## config.mk

```make
export PLATFORM = sky130hd
export DESIGN_NAME = key_search_ctrl
export DESIGN_NICKNAME = d
export VERILOG_FILES = /design/src/rtl/key_search_ctrl.sv
export SDC_FILE = /design/constraint.sdc
export NUM_CORES = 1
export LEC_CHECK = 0
export BUFFER_PORTS_ARGS = -buffer_cell sky130_fd_sc_hd__buf_2
export CAP_MARGIN = 20
export CORE_ASPECT_RATIO = 2
export CORE_UTILIZATION = 40
export CTS_CLUSTER_SIZE = 24
export DETAILED_ROUTE_END_ITERATION = 6
export PLACE_DENSITY = 0.61
export SYNTH_ARGS = -nofsm -noshare
export SYNTH_HDL_FRONTEND = slang
export SYNTH_SLANG_ARGS = --single-unit
```

## constraint.sdc

```tcl
create_clock -name clk -period 2 [get_ports clk]
set_input_delay 0 -clock clk [delete_from_list [all_inputs] [get_ports clk]]
set_output_delay 0 -clock clk [all_outputs]
set_load 0.02 [all_outputs]
```

## src/rtl/key_search_ctrl.sv

```systemverilog
// Brute-force RC4 key-search controller: launches the core per key, snoops the
// decrypted-RAM writes and stops on all-lowercase/space plaintext. Optional: KEY_SEARCH_EARLY_ABORT_EN.
module key_search_ctrl #(
  parameter int unsigned      KEY_W   = 24,
  parameter logic [KEY_W-1:0] KEY_MIN = 24'h000000,
  parameter logic [KEY_W-1:0] KEY_MAX = 24'h3FFFFF,
  parameter int unsigned      MSG_LEN = 32
) (
  input  logic             clk,
  input  logic             reset_n,
  input  logic             start,
  output logic [KEY_W-1:0] secret_key,
  output logic             core_start,
  input  logic             core_done,
  output logic             core_abort,
  input  logic             dec_wren,
  input  logic [4:0]       dec_address,
  input  logic [7:0]       dec_data,
  output logic             busy,
  output logic             found,
  output logic             exhausted,
  output logic [KEY_W-1:0] found_key,
  output logic [KEY_W-1:0] trial_count
);

  localparam int unsigned      CNT_W     = $clog2(MSG_LEN + 1);
  localparam logic [CNT_W-1:0] MSG_LEN_C = CNT_W'(MSG_LEN);

  typedef enum logic [2:0] {
    S_IDLE, S_LAUNCH, S_WAIT, S_CHECK, S_NEXT, S_FOUND, S_FAIL
  } state_t;

  state_t           state_q;
  logic [KEY_W-1:0] key_q;
  logic [KEY_W-1:0] found_key_q;
  logic [KEY_W-1:0] trial_q;
  logic [CNT_W-1:0] cnt_q, cnt_d;
  logic             bad_q, bad_d;
  logic             core_start_q;
  logic             busy_q;
  logic             found_q;
  logic             exhausted_q;
`ifdef KEY_SEARCH_EARLY_ABORT_EN
  logic             abort_q;
`endif

  function automatic logic byte_ok(input logic [7:0] b);
    return ((b >= 8'h61) && (b <= 8'h7A)) || (b == 8'h20);
  endfunction

  // Per-trial bookkeeping including the write of the current cycle, so a byte
  // arriving together with core_done is already folded in when CHECK looks.
  always_comb begin
    cnt_d = cnt_q;
    bad_d = bad_q;
    if (dec_wren) begin
      if (cnt_q != MSG_LEN_C) cnt_d = cnt_q + 1'b1;
      if (!byte_ok(dec_data) || (dec_address != cnt_q[4:0])) bad_d = 1'b1;
    end
  end

  always_ff @(posedge clk or negedge reset_n) begin
    if (!reset_n) begin
      state_q      <= S_IDLE;
      key_q        <= KEY_MIN;
      found_key_q  <= '0;
      trial_q      <= '0;
      cnt_q        <= '0;
      bad_q        <= 1'b0;
      core_start_q <= 1'b0;
      busy_q       <= 1'b0;
      found_q      <= 1'b0;
      exhausted_q  <= 1'b0;
`ifdef KEY_SEARCH_EARLY_ABORT_EN
      abort_q      <= 1'b0;
`endif
    end else begin
      core_start_q <= 1'b0;
`ifdef KEY_SEARCH_EARLY_ABORT_EN
      abort_q      <= 1'b0;
`endif
      unique case (state_q)
        S_IDLE: begin
          if (start) begin
            key_q        <= KEY_MIN;
            found_q      <= 1'b0;
            exhausted_q  <= 1'b0;
            trial_q      <= '0;
            cnt_q        <= '0;
            bad_q        <= 1'b0;
            busy_q       <= 1'b1;
            core_start_q <= 1'b1;
            state_q      <= S_LAUNCH;
          end
        end
        S_LAUNCH: state_q <= S_WAIT;
        S_WAIT: begin
          cnt_q <= cnt_d;
          bad_q <= bad_d;
`ifdef KEY_SEARCH_EARLY_ABORT_EN
          if (bad_d && !bad_q) begin
            abort_q <= 1'b1;
            state_q <= S_CHECK;
          end else if (core_done) begin
            state_q <= S_CHECK;
          end
`else
          if (core_done) state_q <= S_CHECK;
`endif
        end
        S_CHECK: begin
          if (!bad_q && (cnt_q == MSG_LEN_C)) begin
            found_key_q <= key_q;
            found_q     <= 1'b1;
            busy_q      <= 1'b0;
            state_q     <= S_FOUND;
          end else begin
            trial_q <= trial_q + 1'b1;
            if (key_q == KEY_MAX) begin
              exhausted_q <= 1'b1;
              busy_q      <= 1'b0;
              state_q     <= S_FAIL;
            end else begin
              state_q <= S_NEXT;
            end
          end
        end
        S_NEXT: begin
          key_q        <= key_q + 1'b1;
          cnt_q        <= '0;
          bad_q        <= 1'b0;
          core_start_q <= 1'b1;
          state_q      <= S_LAUNCH;
        end
        // A start still held from the previous search must drop before re-arming.
        S_FOUND, S_FAIL: if (!start) state_q <= S_IDLE;
        default: state_q <= S_IDLE;
      endcase
    end
  end

  assign secret_key  = key_q;
  assign core_start  = core_start_q;
  assign busy        = busy_q;
  assign found       = found_q;
  assign exhausted   = exhausted_q;
  assign found_key   = found_key_q;
  assign trial_count = trial_q;
`ifdef KEY_SEARCH_EARLY_ABORT_EN
  assign core_abort  = abort_q;
`else
  assign core_abort  = 1'b0;
`endif

endmodule
```

==> impl_metrics.yaml, run 1 <==
logic_synthesis:
  synth_xor_area_frac: 0.0437
  synth_edf_count: 0
  synthSimpleGateAreaFrac: 0.256
  synthAdderAreaFrac: 0.0119
  avgSynthCellArea_sq_um: 9.03
  postSynthCellCount: 466
  yosysWarnings: 0
  synth_nets: 488
  muxShareOfSynthArea: 0.0193
  synthArstFlopShare: 1.00
  synth_cell_type_count: 46
  ys_seq_area_frac: 0.512
  synth_top_family_by_area: "simple AND/OR/NAND/NOR gates"
  synth_ff_type: "dfrtp_1"
  synth-compound-area-share: 0.123
  synth_seq_cells: 86
  syn_area_sq_mm: 0.00421
cts:
  clkSinkCount: 86
  numCtsBuffers: 9
  clkTransAtPathRegs_ns: 0.06
  clk_path_buf_depth: 2
  clockRootBuffer: "clkbuf_16"
  worstSkewPairLatency_ns: 0.34
  cts_tree: "yes"
  h-tree-depth: 3
final_layout:
  num-nets-final: 635
  multiInputGateArea_sq_mm: 0.00199
  fillers: 953
  antenna_cells: 0
  fin_util: 0.562
  regArea_sq_mm: 0.00216
  drive_gt1_frac: 0.319
  mostFrequentLayoutCell: "nand2_1"
  most-common-layout-cells: "nand2_1 (100), buf_2 (92), dfrtp_1 (81)"
  area_growth_pct: 35.7
power:
  power_leakage_nw: 2.92
  vdd_ir_drop_max_mv: 0.469
  finalPower_mw: 5.33
  power.density_mw_per_mm2: 934
die:
  start_util: 0.414
  rows: 52
  io_pins: 95
  die_y_um: 147
  dieArea_sq_mm: 0.0110
  dieWidth_um: 74.5
  core_sq_mm: 0.0101
sta:
  fin_skew_ns: 0.00969
  fmax_mhz: 493
  finalCritPeriodShare: 1.01
  slew_headroom: 0.532
  tightest_slew_ns: 0.702
  period_needed_ns: 2.03
  worst_slack_ns: -0.0299
  hold_viol_final: 0
  finalSetupViolCount: 4
  rsz0062_at_grt: "yes"
  finalMaxSlewViolations: 0
routing:
  routed_wl_um: 11300
  post_drt_wl_per_cell_um: 15.1
  vias: 3969
  drc: 0
  m1WireLength_um: 4290
  first_pass_iters: 4
  top_layer_used: "met4"
  route.met3.wl_um: 426
  avgViaCountPerCell: 5.27
  antenna_left: 0
  met2_wirelength_um: 6190
  drtIter0Drc: 190
grt:
  grt_pass1_wl_um: 19000
  antenna_found_initial: 0
  grt_pass1_vias: 4159
  grt_start_max_net_pins: 52
  overflow: 0
  globalRouteTotalUtil: 0.226
critical_path:
  critPathCaptureType: "register"
  cp.arrival_ns: 2.30
  crit_fanout: 7
  path_class: "reg -> reg"
  worstSetupStartpointType: "register"
  required_ns: 2.27
job:
  maxCapViolations: 0
hold_path:
  hold_path_class: "in -> reg"
status:
  status: "finished, violations left"
  violations: "setup timing"
placed_design:
  dp.final_hpwl_um: 8380
  gp_congestion: 0.830
  numPortBuffers: 93
-- power by group --
part	internal, mW	switching [mW]
Sequential	1.89	0.127
Combinational	0.614	0.861
Clock	1.16	0.679
-- timing repair --
| item | CTS | global route |
|---|---|---|
| hold buffers | 3 | 0 |
| gates resized for setup | 4 | 9 |
| setup buffers | 1 | 4 |
| setup endpoints to repair | 13 | 20 |
| endpoints found under the hold margin | 52 | 0 |
| pin swaps | 3 | 3 |
-- final timing paths --
path                                    to  slack, ns  depth (start not counted)     startpoint
hold / removal                  state_q[0]       0.02                          3      core_done
setup / recovery           trial_count[12]      -0.03                          6     state_q[2]
setup reg to reg           trial_count[12]      -0.03                          6     state_q[2]
min in group asynchronous  trial_count[16]       0.24                          2        reset_n
hold reg to reg              found_key[23]       0.47                          2  found_key[23]
max in group asynchronous   trial_count[5]       1.08                          3        reset_n
-- Yosys cell counts (all sizes together) (2+ instances only) --
library cell | instances | area (sq um)
or4b | 2 | 20.0
o21ai | 35 | 175
nor2b | 2 | 12.5
or4 | 3 | 22.5
nor3 | 5 | 25.0
nand4 | 18 | 113
and4 | 4 | 35.0
nor4 | 3 | 18.8
dfrtp | 86 | 2150
a31oi | 8 | 50.1
o311ai | 3 | 26.3
buf | 4 | 22.5
a21oi | 24 | 124
inv | 11 | 41.3
or3 | 11 | 68.8
nand3 | 24 | 120
xor2 | 14 | 123
mux2i | 7 | 70.1
nand2 | 101 | 379
nand2b | 2 | 12.5
o31ai | 6 | 45.0
a22o | 2 | 17.5
nor2 | 31 | 116
and2 | 5 | 31.3
ha | 4 | 50.1
a31o | 3 | 26.3
and3b | 2 | 17.5
and3 | 7 | 43.8
xnor2 | 7 | 61.3
clkbuf | 20 | 75.1
-- critical path, cell delays in order (launching register included) --
cell and delay, ns:
dfrtp_1 0.42, buf_6 0.14, nor4b_4 0.25, o21ai_2 0.10, or4b_4 0.58, or3_1 0.35, a21oi_2 0.12
-- area by class of cell --
class | instances | area share
flip-flops and latches | 86 | 0.378
clock inverters | 5 | 0.0142
multi-input cells | 345 | 0.349
clock buffers | 11 | 0.0443
repair buffers | 160 | 0.177
inverters | 11 | 0.00723
well taps | 135 | 0.0296
-- registers in the layout (all words and copies together) (netlist names) --
register     flops
bad_q            1
found_key       24
secret_key      24
found            1
cnt_q            6
core_start       1
busy             1
exhausted        1
state_q          3
trial_count     24
-- metrics by stage --
stage	hold WS, ns	worst slack (ns)	setup TNS (ns)	cells	instance area, sq um
after global routing	0.0236	-0.0993	-0.632	753	5710
after global placement	0.0886	-0.0324	-0.0948	729	5250
final	0.0192	-0.0299	-0.0424	753	5710
after detailed placement	0.0998	-0.105	-0.760	729	5250
after CTS	0.00792	-0.0140	-0.0140	749	5640
after floorplan	-0.296	-0.141	-0.972	466	4270
-- logic make-up after synthesis --
group	Yosys count
AND/OR/NAND/NOR	223
multiplexers	8
AO/OA/AOI/OAI	88
flip-flops	86
buffers and inverters	35
XOR/XNOR	21
adder cells (fa/ha/maj)	4
other	1
-- routing by layer --
| metal | vias up | global-route usage |
|---|---|---|
| met5 | - | 0 |
| met4 | 0 | 0.119 |
| met3 | 27 | 0.0398 |
| met2 | 98 | 0.407 |
| met1 | 1925 | 0.237 |
| li1 | 1919 | - |
Note: power is estimated with default switching activity, not from simulation.
==> run 2, diff against run 1 <==
- TNS_END_PERCENT: unset -> 5
==> run 2 against run 1 <==
  * The flow still finishes with violations (setup timing)
  * Combinational power is essentially flat
  * Highest routed layer unchanged
  * Design area shrank 0.31%
  * Setup slack gained 0.017 ns
  * Hold slack lost 0.014 ns
  * Routed wire length grew 2.6%
  * Clock power grew 12%
==> impl_metrics.yaml, run 2 (synthesis gave the netlist of run 1 again) <==
routing:
  antenna_left: 0
  routed_wl_um: 11600
  drc: 0
  first_pass_iters: 4
  avgViaCountPerCell: 5.24
  post_drt_wl_per_cell_um: 15.5
  vias: 3924
  drtIter0Drc: 168
critical_path:
  critPathCaptureType: "register"
  worstSetupStartpointType: "register"
  r2r_slack_ns: -0.01
  r2r-start: "state_q[2]"
  cp.arrival_ns: 2.28
  required_ns: 2.26
  path_cells: "or4b_4, a21oi_4, nand4_1, or3_1, a21oi_1"
  r2r_cells: 5
  slowest_stage: "or4b_4"
  timing.rr.end: "trial_count[19]"
  path_class: "reg -> reg"
  slowest_delay_ns: 0.59
  crit_fanout: 6
job:
  maxCapViolations: 0
sta:
  fin_skew_ns: 0.00446
  worst_slack_ns: -0.0127
  finalSetupViolCount: 1
  slew_headroom: 0.646
  hold_viol_final: 0
  period_needed_ns: 2.01
  finalMaxSlewViolations: 0
  fmax_mhz: 497
  finalCritPeriodShare: 1.01
  rsz0062_at_grt: "yes"
  tightest_slew_ns: 0.527
grt:
  globalRouteTotalUtil: 0.225
  grt_pass1_vias: 3873
  grt_pass1_wl_um: 18700
  grt_start_max_net_pins: 36
  antenna_found_initial: 0
  overflow: 0
placed_design:
  gp_congestion: 0.832
  dp_cells: 731
  numPortBuffers: 93
  dp.final_hpwl_um: 8750
final_layout:
  fin_util: 0.561
  area_growth_pct: 35.3
  drive_gt1_frac: 0.314
  mostFrequentLayoutCell: "nand2_1"
  antenna_cells: 0
  fillers: 953
  stdcell_count: 749
  most-common-layout-cells: "nand2_1 (101), buf_2 (92), dfrtp_1 (80)"
  num-nets-final: 631
cts:
  numCtsBuffers: 9
  cts_tree: "yes"
  worstSkewPairLatency_ns: 0.34
  clkSinkCount: 86
  h-tree-depth: 3
  clk_path_buf_depth: 2
  clockRootBuffer: "clkbuf_16"
  clkTransAtPathRegs_ns: 0.06
status:
  violations: "setup timing"
  status: "finished, violations left"
power:
  power_leakage_nw: 2.91
  vdd_ir_drop_max_mv: 0.548
  power.density_mw_per_mm2: 980
die:
  start_util: 0.414
  rows: 52
  die_y_um: 147
  dieWidth_um: 74.5
  core_sq_mm: 0.0101
  io_pins: 95
  dieArea_sq_mm: 0.0110
hold_path:
  hp-start: "core_done"
  hold_path_class: "in -> reg"
  holdPathStages: 3
  whs_endpoint: "state_q[0]"
run 2: timing repair:
action / in CTS / in global routing
endpoints found under the hold margin: 49 / 0
gates resized for setup: 6 / 10
pin swaps: 4 / 2
endpoints found under the setup margin: 20 / 30
setup buffers: 0 / 0
hold buffers: 2 / 0
run 2: stage by stage:
stage / hold slack (ns) / setup slack, ns / setup TNS (ns) / power, mW / instance area [sq um]
4_1_cts: 0.00125 / -0.00632 / -0.00849 / 5.59 / 5660
3_5_place_dp: -0.0136 / -0.0643 / -0.605 / 3.48 / 5240
2_1_floorplan: -0.296 / -0.141 / -1.01 / 2.82 / 4240
6_report: 0.00499 / -0.0127 / -0.0127 / 5.58 / 5690
3_3_place_gp: -0.0144 / -0.0319 / -0.0334 / 3.44 / 5240
5_1_grt: 0.0262 / -0.114 / -0.866 / 5.84 / 5690
run 2: area by class of cell:
cell class | instances | area, sq um | area share
Multi-Input combinational cell | 345 | 1970 | 0.346
Clock buffer | 11 | 243 | 0.0427
Clock inverter | 5 | 129 | 0.0226
Sequential cell | 86 | 2160 | 0.380
Tap cell | 135 | 169 | 0.0297
Timing Repair Buffer | 156 | 978 | 0.172
Inverter | 11 | 41.3 | 0.00726
run 2: power by group:
part	total [mW]	internal, mW	switching, mW
clock	2.07	1.39	0.682
combinational	1.49	0.631	0.857
sequential	2.02	1.89	0.131
total	5.58	3.91	1.67
run 2: how the worst max path moves through the flow:
stage / start / end / slack (ns) / depth (start not counted)
floorplan: state_q[1] / trial_count[12] / -0.14 / 7
global placement: state_q[1] / trial_count[23] / -0.03 / 5
detailed placement: state_q[1] / trial_count[19] / -0.06 / 5
CTS: state_q[1] / trial_count[19] / -0.006 / 5
global route: state_q[2] / trial_count[14] / -0.11 / 6
finish: state_q[2] / trial_count[19] / -0.01 / 5
run 2: critical path, delay by kind of cell, from the launching register on:
kind / cells / cell delay, ns
simple gates: 3 / 1.19
flops: 1 / 0.42
compound gates: 2 / 0.33
run 2: routing by layer:
metal | part of all wire | GRT usage | routed length, um
met5 | 0 | 0 | 0
met4 | 0.026 | 0.0887 | 297
met3 | 0.034 | 0.0357 | 393
met2 | 0.56 | 0.413 | 6480
met1 | 0.38 | 0.245 | 4460
